**src/rtl/ws281x_ctrl.sv**
```systemverilog
`default_nettype none
// +--------------------------------------------------------------------------+
// | ws281x_ctrl: reads pixel words from RAM, serialises 24 colour bits each   |
// | MSB-first to a WS281x bit encoder.                     Revision: 1.0     |
// +--------------------------------------------------------------------------+
module ws281x_ctrl (
  input  logic        clk_in,
  input  logic        rst_in,
  input  logic        bit_done_in,
  input  logic        wr_done_in,
  input  logic [31:0] rd_data_in,
  input  logic [7:0]  tim_sum_in,
  output logic        bit_rdy_out,
  output logic        bit_data_out,
  output logic        rd_en_out,
  output logic [5:0]  rd_addr_out
);

  typedef enum logic [2:0] {
    IDLE = 3'd0,
    READ = 3'd1,
    LOAD = 3'd2,
    SEND = 3'd3,
    WAIT = 3'd4
  } state_t;

  state_t      state_q, state_d;
  logic [6:0]  num_q, num_d;
  logic [5:0]  pix_q, pix_d;
  logic [4:0]  bcnt_q, bcnt_d;
  logic [23:0] shift_q, shift_d;
  logic        pend_q, pend_d;
  logic        bit_rdy_q, bit_rdy_d;
  logic        bit_data_q, bit_data_d;
  logic        rd_en_q, rd_en_d;
  logic [5:0]  rd_addr_q, rd_addr_d;

  logic [6:0]  tim_clip;
  logic [6:0]  pix_next;
  logic        unused_top;

  assign tim_clip   = (tim_sum_in > 8'd64) ? 7'd64 : tim_sum_in[6:0];
  assign pix_next   = {1'b0, pix_q} + 7'd1;
  assign unused_top = ^rd_data_in[31:24];

  always_comb begin
    state_d    = state_q;
    num_d      = num_q;
    pix_d      = pix_q;
    bcnt_d     = bcnt_q;
    shift_d    = shift_q;
    pend_d     = pend_q | (wr_done_in && (state_q != IDLE));
    bit_rdy_d  = 1'b0;
    bit_data_d = bit_data_q;
    rd_en_d    = 1'b0;
    rd_addr_d  = rd_addr_q;

    case (state_q)
      IDLE: begin
        if (wr_done_in) begin
          num_d = tim_clip;
          if (tim_clip != 7'd0) begin
            pix_d     = 6'd0;
            rd_en_d   = 1'b1;
            rd_addr_d = 6'd0;
            state_d   = READ;
          end
        end
      end
      READ: state_d = LOAD;
      LOAD: begin
        shift_d    = rd_data_in[23:0];
        bcnt_d     = 5'd23;
        bit_data_d = rd_data_in[23];
        bit_rdy_d  = 1'b1;
        state_d    = SEND;
      end
      SEND: state_d = WAIT;
      WAIT: begin
        if (bit_done_in) begin
          if (bcnt_q != 5'd0) begin
            shift_d    = {shift_q[22:0], 1'b0};
            bcnt_d     = bcnt_q - 5'd1;
            bit_data_d = shift_q[22];
            bit_rdy_d  = 1'b1;
            state_d    = SEND;
          end else if (pix_next < num_q) begin
            pix_d     = pix_next[5:0];
            rd_en_d   = 1'b1;
            rd_addr_d = pix_next[5:0];
            state_d   = READ;
          end else begin
            bit_data_d = 1'b0;
            state_d    = IDLE;
            // A write seen during the frame (or on this very edge) replays it.
            if (pend_q || wr_done_in) begin
              pend_d = 1'b0;
              num_d  = tim_clip;
              if (tim_clip != 7'd0) begin
                pix_d     = 6'd0;
                rd_en_d   = 1'b1;
                rd_addr_d = 6'd0;
                state_d   = READ;
              end
            end
          end
        end
      end
      default: state_d = IDLE;
    endcase
  end

  always_ff @(posedge clk_in) begin
    if (rst_in) begin
      state_q    <= IDLE;
      num_q      <= 7'd0;
      pix_q      <= 6'd0;
      bcnt_q     <= 5'd0;
      shift_q    <= 24'd0;
      pend_q     <= 1'b0;
      bit_rdy_q  <= 1'b0;
      bit_data_q <= 1'b0;
      rd_en_q    <= 1'b0;
      rd_addr_q  <= 6'd0;
    end else begin
      state_q    <= state_d;
      num_q      <= num_d;
      pix_q      <= pix_d;
      bcnt_q     <= bcnt_d;
      shift_q    <= shift_d;
      pend_q     <= pend_d;
      bit_rdy_q  <= bit_rdy_d;
      bit_data_q <= bit_data_d;
      rd_en_q    <= rd_en_d;
      rd_addr_q  <= rd_addr_d;
    end
  end

  assign bit_rdy_out  = bit_rdy_q;
  assign bit_data_out = bit_data_q;
  assign rd_en_out    = rd_en_q;
  assign rd_addr_out  = rd_addr_q;

endmodule
`default_nettype wire

```
**config.mk**
```make
export PLATFORM = sky130hd
export DESIGN_NAME = ws281x_ctrl
export DESIGN_NICKNAME = d
export VERILOG_FILES = /design/src/rtl/ws281x_ctrl.sv
export SDC_FILE = /design/constraint.sdc
export NUM_CORES = 1
export LEC_CHECK = 0
export BUFFER_PORTS_ARGS = -buffer_cell sky130_fd_sc_hd__buf_4
export CAP_MARGIN = 20
export CORE_MARGIN = 8
export CORE_UTILIZATION = 55
export CTS_CLUSTER_DIAMETER = 30
export DETAILED_ROUTE_END_ITERATION = 16
export HOLD_SLACK_MARGIN = 0.05
export PLACE_DENSITY = 0.79
export SYNTH_ARGS = -nofsm -noshare
export SYNTH_HDL_FRONTEND = slang
export SYNTH_SLANG_ARGS = --single-unit
```
**constraint.sdc**
```tcl
create_clock -name clk_in -period 4.6 [get_ports clk_in]
set_input_delay 0.23 -clock clk_in [delete_from_list [all_inputs] [get_ports clk_in]]
set_output_delay 0.23 -clock clk_in [all_outputs]
set_load 0.01 [all_outputs]
```
==> metrics.md <==
| Metric | Value |
|---|---|
| Growth of design area from synthesis to finish | `12.92%` |
| R2R Path End | `pix_q[0]` |
| Number of instances on the worst hold path | `3` |
| Maximum level of the CTS H-tree | `2` |
| Cell with the most instances after synthesis | `sky130_fd_sc_hd__dfxtp_1` |
| I/O Buffers | `44` |
| Worst endpoint data arrival time | `3.23 ns` |
| Final count of pins violating max slew | `0` |
| Number of gates resized after CTS | `0` |
| Final period utilization | `64.77%` |
| First-pass GRT wire length | `10050 um` |
| Wire length after detailed routing | `5872 um` |
| RSZ-0062 raised after global routing | `no` |
| Setup violations, final | `0` |
| Routed length per placed instance | `14.39 um` |
| Kind of start point of the critical path | `register` |
| Synth warnings | `0` |
| Post-synth design cell area | `0.002866 mm2` |
| Cell count after synthesis | `309` |
| Antenna violations before repair | `0` |
| Num rows | `26` |
| Final weighted congestion of routability-driven global placement | `0.7636` |
| Num CTS Buffers | `5` |
| Met3 wire length | `249 um` |
| First-pass DRT Iterations | `5` |
| Met2 WL post-DR | `2792 um` |
| Post-synthesis net count | `361` |
| CP Capture Type | `register` |
| Detailed placer's ending HPWL | `4097 um` |
| Mean Syn Cell Area | `9.277 um2` |
| Post-CTS Setup Repair Bufs | `0` |
| Critical path class | `register to register` |
| Area of the core | `0.005075 mm2` |
| Per-cell via count in the routed design | `5.733` |
| Fin Hold WS | `0.1757 ns` |
| Iteration-0 DRC count of the detailed router | `160` |
| Final standard cell area without fillers | `0.003237 mm2` |
| Leak Pwr | `1.249 nW` |
| Overall die area | `0.007777 mm2` |
| Count of cell types in the netlist | `56` |
| Vert. Die Dim | `88.19 um` |
| Highest metal layer with signal wires | `met4` |
| Total congestion overflow after global routing | `0` |
| Worst vdd rail ir drop | `0.1370 mV` |
| Number of flops mapped to enable cells by yosys | `0` |
| Primary FF master, synth | `sky130_fd_sc_hd__dfxtp_1` |
| TritonCTS sink count | `54` |
| Max clock buf depth | `2` |
| Via count | `2339` |
| Final total negative setup slack | `0 ns` |
| Cell chosen for the clock root | `sky130_fd_sc_hd__clkbuf_8` |
| Post-layout total power | `1.012 mW` |
| Number of buffers inserted for hold repair after clock tree synthesis | `0` |
| Clock tree from TritonCTS | `yes` |
| Final hold violations | `0` |
| Antenna Violating Nets Remaining | `0` |
| Effective utilization at floorplan | `56.48%` |
| Yosys reg bits | `54` |
| Maximum number of pins on one net before global-route repair | `53` |
| Post-Place Cell Area | `0.003161 mm2` |
| Start point of the worst hold path | `rd_data_in[0]` |
| Fraction of layout instances using a drive strength above 1 | `26.33%` |
| Width of the chip | `88.19 um` |
| Antenna cells | `0` |
| Cell Pwr Density | `312.6 mW/mm2` |
| Post-synthesis cell type with the largest combined area | `sky130_fd_sc_hd__dfxtp_1` |
| Share of the synthesized area in the top cell type | `37.71%` |
| Hold Crit Class | `primary input to register` |
| Fill cell total of the finished layout | `441` |
| CP max FO | `12` |
| Clock Skew | `0.008485 ns` |
| Startpoint of the lowest-slack register-to-register path | `pix_q[0]` |
| Met1 Wirelength | `2756 um` |
| Most instantiated cells after synthesis | `sky130_fd_sc_hd__dfxtp_1 (54), sky130_fd_sc_hd__nor2_1 (32), sky130_fd_sc_hd__nand2_1 (28), sky130_fd_sc_hd__nand3_1 (28), sky130_fd_sc_hd__a311oi_2 (22)` |
| Share of async-settable or async-resettable flops after synthesis | `0%` |
| Outcome | `completed` |
| Clock-pin slew on the worst setup and hold paths | `0.08 ns` |
| Slew @ Worst Pin | `0.9538 ns` |
| Register-to-Register Setup Slack | `1.62 ns` |
| Number of global-route vias before repair | `2268` |
| Worst-Skew Late Latency | `0.31 ns` |
| Worst reg2reg path depth | `9` |
| Rel. slew slack | `36.42%` |
| Top Ports | `53` |
| Sequential share of the synthesized area | `37.71%` |
| End point of the worst hold path | `shift_q[0]` |
| Post-layout net count | `390` |
| Drc violations | `0` |
| Top cells by area, synth | `sky130_fd_sc_hd__dfxtp_1 (38%), sky130_fd_sc_hd__a311oi_2 (12%), sky130_fd_sc_hd__nand3_1 (4.9%)` |
| Highest clock rate | `0.3356 GHz` |
| Number of maximum-capacitance constraint violations | `0` |
| Setup crit start | `pix_q[0]` |
| Final Critical Period | `2.979 ns` |
| GR Util All Layers | `15.97%` |
| Required @ worst endpoint | `4.85 ns` |
sequential cells by signal (all words and copies together) (netlist names), 3 cells and up:
name,cells
state_q,3
rd_addr_out,6
pix_q,6
bcnt_q,5
shift_q,23
num_q,7
placed cells by master, fill, tap and decap left out, drive strengths merged, types with 3 or more instances in the layout:
| cell type | count |
|---|---|
| a22o | 10 |
| nand2b | 6 |
| nand3 | 28 |
| mux2i | 6 |
| nor2 | 34 |
| nor2b | 3 |
| buf | 45 |
| dfxtp | 54 |
| nor3 | 4 |
| o21ai | 6 |
| xor2 | 5 |
| clkbuf | 7 |
| and3 | 4 |
| inv | 13 |
| nand3b | 7 |
| a21oi | 11 |
| a311oi | 25 |
| nand2 | 28 |
| or2 | 3 |
| ha | 8 |
where the power goes:
group | total [mW] | internal [mW] | leakage [nW] | switching (mW)
registers | 0.529 | 0.503 | 0.439 | 0.0261
clock network | 0.250 | 0.105 | 0.0383 | 0.145
logic | 0.233 | 0.101 | 0.772 | 0.132
kinds of logic (layout without fill, tap and decap cells):
kind of cell / after synthesis / after routing / share of synthesized area, %
AND/OR/NAND/NOR: 131 / 131 / 24.23
AO/OA/AOI/OAI: 66 / 66 / 23.40
flip-flops: 54 / 54 / 37.71
buffers and inverters: 36 / 65 / 6.329
adder cells (fa/ha/maj): 8 / 8 / 3.492
multiplexers: 8 / 8 / 3.012
XOR/XNOR: 6 / 6 / 1.833
worst max path at each step:
stage / end / slack (ns)
after floorplan: num_q[6] / 2.00
after global placement: pix_q[0] / 1.69
after detailed placement: pix_q[0] / 1.61
after CTS: pix_q[0] / 1.59
after global routing: pix_q[0] / 1.40
final: pix_q[0] / 1.62
critical path: stages (launching register included):
cell and delay [ns]:
sky130_fd_sc_hd__dfxtp_1 0.37, sky130_fd_sc_hd__ha_1 0.27, sky130_fd_sc_hd__nor2b_1 0.15, sky130_fd_sc_hd__or2_2 0.29, sky130_fd_sc_hd__ha_1 0.30, sky130_fd_sc_hd__a21o_1 0.12
sky130_fd_sc_hd__a31oi_1 0.04, sky130_fd_sc_hd__o21a_1 0.31, sky130_fd_sc_hd__a221oi_2 0.78, sky130_fd_sc_hd__mux2_2 0.28
final cells by class:
| class | count | area, um2 | share of cell area (%) |
|---|---|---|---|
| clock buffer | 7 | 76.32 | 2.358 |
| inverter | 13 | 48.80 | 1.508 |
| multi-input combinational | 219 | 1605 | 49.59 |
| sequential | 54 | 1081 | 33.40 |
| tap | 70 | 87.58 | 2.706 |
| timing repair buffer | 45 | 337.8 | 10.44 |
metal layers:
metal | track usage, % | up-vias
li1 | - | 1182
met1 | 19.11 | 1108
met2 | 26.82 | 44
met3 | 4.409 | 5
met4 | 5.069 | 0
met5 | 0 | -
metrics by stage:
stage               utilization [%]  setup WS (ns)  cells
global route                  63.78          1.404    408
global placement              62.28          1.686    401
detailed placement            62.28          1.612    401
finish                        63.78          1.621    408
floorplan                         -          2.004    309
CTS                           63.78          1.590    408
Note: power is estimated with default switching activity, not from simulation.
